==> config.mk <==
export PLATFORM = sky130hd
export DESIGN_NAME = imm_ext_arbiter
export DESIGN_NICKNAME = d
export VERILOG_FILES = /design/src/rtl/imm_ext_arbiter.sv
export SDC_FILE = /design/constraint.sdc
export NUM_CORES = 1
export LEC_CHECK = 0
export BUFFER_PORTS_ARGS = -buffer_cell sky130_fd_sc_hd__buf_2
export CAP_MARGIN = 0
export CELL_PAD_IN_SITES_DETAIL_PLACEMENT = 0
export CELL_PAD_IN_SITES_GLOBAL_PLACEMENT = 1
export CORE_MARGIN = 2
export CORE_UTILIZATION = 33
export CTS_CLUSTER_SIZE = 30
export DETAILED_ROUTE_END_ITERATION = 10
export PLACE_DENSITY_LB_ADDON = 0.1
export SLEW_MARGIN = 20
export SYNTH_ARGS = -nofsm -noshare
export SYNTH_HDL_FRONTEND = slang
export SYNTH_SLANG_ARGS = --single-unit
export TNS_END_PERCENT = 5
==> constraint.sdc <==
create_clock -name clk_i -period 1.6 [get_ports clk_i]
set_input_delay 0.16 -clock clk_i [delete_from_list [all_inputs] [get_ports clk_i]]
set_output_delay 0.16 -clock clk_i [all_outputs]
set_load 0.005 [all_outputs]
==> src/rtl/imm_ext_arbiter.sv <==
// imm_ext_arbiter: round-robin share of one immediate-extension unit feeding a one-entry result register
// Ports: clk_i/rst_i (async active-low); req0_*/req1_* valid/ready/data/mode/tag requesters;
// res_* valid/ready result with src (0=req0, 1=req1) and tag.
// Optional IMM_EXT_PERF_EN: perf_grant0_o, perf_grant1_o, perf_stall_o saturating 16-bit counters.
module imm_ext_arbiter #(
  parameter int IN_W  = 16,
  parameter int OUT_W = 32,
  parameter int TAG_W = 4
) (
  input  logic             clk_i,
  input  logic             rst_i,
  input  logic             req0_valid_i,
  output logic             req0_ready_o,
  input  logic [IN_W-1:0]  req0_data_i,
  input  logic [1:0]       req0_mode_i,
  input  logic [TAG_W-1:0] req0_tag_i,
  input  logic             req1_valid_i,
  output logic             req1_ready_o,
  input  logic [IN_W-1:0]  req1_data_i,
  input  logic [1:0]       req1_mode_i,
  input  logic [TAG_W-1:0] req1_tag_i,
  output logic             res_valid_o,
  input  logic             res_ready_i,
  output logic [OUT_W-1:0] res_data_o,
  output logic             res_src_o,
  output logic [TAG_W-1:0] res_tag_o
`ifdef IMM_EXT_PERF_EN
  ,
  output logic [15:0]      perf_grant0_o,
  output logic [15:0]      perf_grant1_o,
  output logic [15:0]      perf_stall_o
`endif
);
  localparam int EW = OUT_W - IN_W;
  logic             valid_q, valid_d, src_q, src_d, last_q, last_d;
  logic [OUT_W-1:0] data_q, data_d, sx, zx, ext;
  logic [TAG_W-1:0] tag_q, tag_d;
  logic [IN_W-1:0]  x;
  logic [1:0]       m;
  logic             slot_free, g0, g1;
  // req1 wins when alone, or when both are valid and req0 was granted last
  always_comb begin
    slot_free = !valid_q || res_ready_i;
    g1 = slot_free && req1_valid_i && (!req0_valid_i || !last_q);
    g0 = slot_free && req0_valid_i && !g1;
    x  = g1 ? req1_data_i : req0_data_i;
    m  = g1 ? req1_mode_i : req0_mode_i;
    sx = {{EW{x[IN_W-1]}}, x};
    zx = {{EW{1'b0}}, x};
    ext = m == 2'd0 ? sx : m == 2'd1 ? zx : m == 2'd2 ? {x, {EW{1'b0}}} : sx << 2;
    valid_d = (g0 || g1) ? 1'b1 : res_ready_i ? 1'b0 : valid_q;
    data_d  = (g0 || g1) ? ext : data_q;
    src_d   = (g0 || g1) ? g1 : src_q;
    tag_d   = g1 ? req1_tag_i : g0 ? req0_tag_i : tag_q;
    last_d  = (g0 || g1) ? g1 : last_q;
  end
  always_ff @(posedge clk_i or negedge rst_i) begin
    if (!rst_i) begin
      valid_q <= 1'b0;
      data_q  <= '0;
      src_q   <= 1'b0;
      tag_q   <= '0;
      last_q  <= 1'b1;
    end else begin
      valid_q <= valid_d;
      data_q  <= data_d;
      src_q   <= src_d;
      tag_q   <= tag_d;
      last_q  <= last_d;
    end
  end
  assign req0_ready_o = g0;
  assign req1_ready_o = g1;
  assign res_valid_o  = valid_q;
  assign res_data_o   = data_q;
  assign res_src_o    = src_q;
  assign res_tag_o    = tag_q;
`ifdef IMM_EXT_PERF_EN
  logic [15:0] pg0_q, pg0_d, pg1_q, pg1_d, pst_q, pst_d;
  always_comb begin
    pg0_d = (g0 && pg0_q != 16'hFFFF) ? pg0_q + 16'd1 : pg0_q;
    pg1_d = (g1 && pg1_q != 16'hFFFF) ? pg1_q + 16'd1 : pg1_q;
    pst_d = (valid_q && !res_ready_i && pst_q != 16'hFFFF) ? pst_q + 16'd1 : pst_q;
  end
  always_ff @(posedge clk_i or negedge rst_i) begin
    if (!rst_i) begin
      pg0_q <= '0;
      pg1_q <= '0;
      pst_q <= '0;
    end else begin
      pg0_q <= pg0_d;
      pg1_q <= pg1_d;
      pst_q <= pst_d;
    end
  end
  assign perf_grant0_o = pg0_q;
  assign perf_grant1_o = pg1_q;
  assign perf_stall_o  = pst_q;
`endif
endmodule

# Word-level counts from Yosys, hierarchy flattened

Cells that the tools add are included.

Output and inout bits: 40
Bits in latches: 0
Register bits after elaboration: 39
Memories: 0
RAM bits: 0
Input bits: 49
Bits in read-only memories: 0

Div/mod/pow operators: 0
$mul: 0
Magnitude comparators: 0
Add/subtract/negate cells: 0
Mux-type cells: 9
Shifts and indexed selects: 0
Reductions and logical operators: 14
Equal/unequal tests: 2
Bitwise operators: 0

Operators with widths:

| operator             | count |
|---|---|
| $mux W32             | 2 |
| $mux W31             | 1 |
| $mux W16             | 1 |
| $mux W4              | 2 |
| $logic_and A1 B1 Y1  | 4 |
| $logic_not A1 Y1     | 4 |
| $reduce_bool A2 Y1   | 2 |
| $logic_or A1 B1 Y1   | 3 |
| $eq A2 B1 Y1 const B | 1 |
| $eq A2 B2 Y1 const B | 1 |
| $logic_not A2 Y1     | 1 |
| $mux W1              | 2 |
| $mux W2              | 1 |

# Longest topological paths before layout

Depth after elaboration: 9
Gate-level depth with buffers: 7

# Worst setup path before layout

No wires, ideal clock.

Kind: reg2reg
From: reg last_q
To: reg data_q[11], in the netlist res_data_o[11]
Clock period less this slack: 1.550 ns
Setup time: 0.088 ns
Path buffers: 2
Stages on the path, launching flop included: 7
Slack: 0.050 ns
Data arrival time: 1.461 ns
Cell sequence: dfstp_2 > nand2_2 > nand3_2 > buf_2 > clkbuf_1 > nand3b_1 > a41oi_1

Word-level cells in the longest chain between the ends: 8
Elaborated cells between the ends (all ways): 14
Those cells by class: eq/ne (2); mux (5); reduce/logical (7)

RTL lines:

| element                | line | RTL |
|---|---|---|
| from (decl)            | 35   | `logic valid_q, valid_d, src_q, src_d, last_q, last_d;` |
| from (signal assigned) | 69   | `last_q <= last_d;` |
| $logic_not A1 Y1 *     | 44   | `g1 = slot_free && req1_valid_i && (!req0_valid_i \|\| !last_q);` |
| $logic_or A1 B1 Y1 *   | 44   |  |
| $logic_and A1 B1 Y1 *  | 44   |  |
| $mux W2                | 47   | `m = g1 ? req1_mode_i : req0_mode_i;` |
| $eq A2 B2 Y1           | 50   | `ext = m == 2'd0 ? sx : m == 2'd1 ? zx : m == 2'd2 ? {x, {EW{1'b0}}} : sx << 2;` |
| $mux W31               | 50   |  |
| $mux W32 (2 in series) | 50   |  |
| to (signal assigned)   | 66   | `data_q <= data_d;` |
| to (decl)              | 36   | `logic [OUT_W-1:0] data_q, data_d, sx, zx, ext;` |

Every way passes the cells marked *; elsewhere a longest branch is shown, timed or not.
A chain may end at the register's enable or synchronous reset.

# Final worst setup path

From: reg last_q
To: out req0_ready_o

Word-level cells in the longest chain between the ends: 5

RTL lines:

| element             | line | RTL |
|---|---|---|
| $logic_not A1 Y1    | 44   |  |
| $logic_or A1 B1 Y1  | 44   |  |
| $logic_and A1 B1 Y1 | 44   |  |
| $logic_not A1 Y1    | 45   | `g0 = slot_free && req0_valid_i && !g1;` |
| $logic_and A1 B1 Y1 | 45   |  |
| to (decl)           | 13   | `output logic req0_ready_o,` |

No other way between the ends.

==> out/qor.yml <==
power_uw: 3340
drc: 0
start_kind: "flop"
initial_core_util_pct: 33.9
dpl_worst_slack_ns: -0.192
dieArea_um2: 8570
tritoncts: "yes"
p_leak_uw: 0.00170
io_pins: 89
async_flop_share_pct: 100
dpl_cell_area_um2: 3350
gp_congestion: 0.787
cts_buffer_depth: 2
drtIter0Drc: 125
htree_levels: 2
arrival_ns: 1.51
hold_viol: 0
viasPerCell: 5.40
final_layout_size_suffix_gt1_share_pct: 49.0
routed_wl_um: 9250
max_cap_viol_count: 0
synth_cell_type_count: 44
overflow: 0
diodes: 0
path_clk_slew_ns: 0.08
fmax_mhz: 598
dr.pass1.iters: 5
nNetsFinal: 458
layout_common_cells: "buf_2, buf_4, dfrtp_1"
final_util_pct: 50.3
p_per_area_nw_per_um2: 868
core_um2: 7650
syn_to_final_growth_pct: 48.5
fp.dieW_um: 92.6
endpoint_kind: "primary output"
rsz0062_at_grt: "yes"
synth.avg_cell_area_um2: 8.81
period_needed_ns: 1.67
max_slew_margin_pct: 65.4
ys_ff_latch: 39
slew_viol_final: 0
antenna_found_initial: 0
hold_slack_ns: 0.105
postRouteAntennaNets: 0
synth_ff_type: "dfrtp_1"
ys_seq_area_share_pct: 37.7
hpwl_um: 6390
worstSetupPathType: "reg2out"
root_buffer: "clkbuf_8"
final_critical_path_setup_slack_ns: -0.0725
grt_max_degree: 40
min_period_over_period_pct: 105
hp-class: "in2reg"
critPathMaxFanout: 7
placementRows: 32
violations: "negative setup slack"
vias: 2763
grt_pass1_wl_um: 14300
syn_inst: 294
clock_sinks: 39
cts_made_buffers: 5
wl_per_cell_um: 18.1
worst_pin_slew_ns: 0.519
outcome: "complete, but fails checks"
yosys_warnings: 0
ir_worst_vdd_uv: 547
design_area_um2: 3840
die_y_um: 92.6
synthesis.area_um2: 2590
grt_pass1_vias: 2746
synth_edf_count: 0
clock_skew_ns: 0.00650
final_common_cell: "buf_2"
critical_path_required_ns: 1.44
track_usage_pct: 21.4
clk_latency_ns: 0.30
setup_viol: 12
synth_fp_nets: 343
port_buffers: 88
[layer usage]
| layer | wire [um] | share of wire [%] | vias up | track usage, % |
|---|---|---|---|---|
| li1 | - | - | 1333 | - |
| met1 | 4350 | 47 | 1326 | 30.1 |
| met2 | 4270 | 46 | 90 | 33.9 |
| met3 | 523 | 5.7 | 14 | 3.66 |
| met4 | 114 | 1.2 | 0 | 5.60 |
| met5 | 0 | 0 | - | 0 |
[state kept, by name, indices dropped and copies added (netlist names)]
| name | count |
|---|---|
| res_tag_o | 4 |
| res_data_o | 32 |
| res_src_o | 1 |
| res_valid_o | 1 |
| last_q | 1 |
[power by group]
group          internal [uW]  switching [uW]  total [uW]
logic                    525             585        1110
registers               1150            84.7        1230
clock network            624             370         994
[synth_stat cells (all sizes together) (2+ instances only)]
library cell / n / area (um^2)
mux2i: 2 / 20.0
or3: 21 / 131
a31oi: 17 / 106
nor4: 11 / 103
o31a: 3 / 26.3
nand3: 3 / 20.0
a41oi: 14 / 190
dfrtp: 38 / 951
o21ai: 2 / 10.0
and4: 3 / 26.3
nand2b: 3 / 18.8
nand3b: 7 / 52.6
o31ai: 19 / 156
mux2: 2 / 26.3
nor2b: 2 / 12.5
and2: 2 / 12.5
nor2: 23 / 86.3
clkbuf: 11 / 41.3
o22ai: 13 / 81.3
nand4: 2 / 12.5
a211oi: 13 / 97.6
buf: 19 / 111
nand2: 33 / 126
inv: 23 / 86.3
[critical path, cell delays in order (launching register included)]
cell and delay, ns:
dfstp_2 0.54, buf_6 0.12, nand2_8 0.06, nand3_4 0.10, buf_12 0.13, and3_4 0.18
buf_6 0.09
[kinds of logic (layout without fill, tap and decap cells)]
group | count (synthesis) | after routing | synth area share (%)
AND/OR/NAND/NOR | 112 | 112 | 23.8
AO/OA/AOI/OAI | 86 | 86 | 27.5
buffers and inverters | 53 | 168 | 9.23
flip-flops | 39 | 39 | 37.7
multiplexers | 4 | 5 | 1.79
[what timing repair did]
action | in CTS | in global routing
hold buffers | 1 | 0
endpoints found under the hold margin | 38 | 0
pin swaps | 3 | 5
cloned | 0 | 1
buffers inserted | 6 | 2
endpoints found under the setup margin | 37 | 31
gates resized for setup | 24 | 28
[final timing paths]
path | startpoint | end | slack (ns) | depth (start not counted)
worst max-delay path | last_q | req0_ready_o | -0.07 | 6
worst min-delay path | req1_tag_i[0] | res_tag_o[0] | 0.11 | 3
worst max register to register | last_q | res_data_o[2] | -0.05 | 7
worst min register to register | res_data_o[25] | res_data_o[25] | 0.47 | 2
max in group asynchronous | rst_i | last_q | 0.78 | 3
min in group asynchronous | rst_i | res_data_o[28] | 0.45 | 3
[stage by stage]
step           instances  TNS (ns)
2_1_floorplan        294         0
3_3_place_gp         494     -2.66
3_5_place_dp         494     -2.74
4_1_cts              509    -0.257
5_1_grt              512     -1.42
6_report             512    -0.520
[cell type report]
| type | count | area [um^2] |
|---|---|---|
| fill | 750 | 3800 |
| clock inverter | 2 | 60.1 |
| tap | 102 | 128 |
| timing repair buffer | 137 | 902 |
| multi-input combinational | 203 | 1620 |
| clock buffer | 6 | 72.6 |
| inverter | 23 | 88.8 |
| sequential | 39 | 977 |
Power figures use the tool's default switching activity.
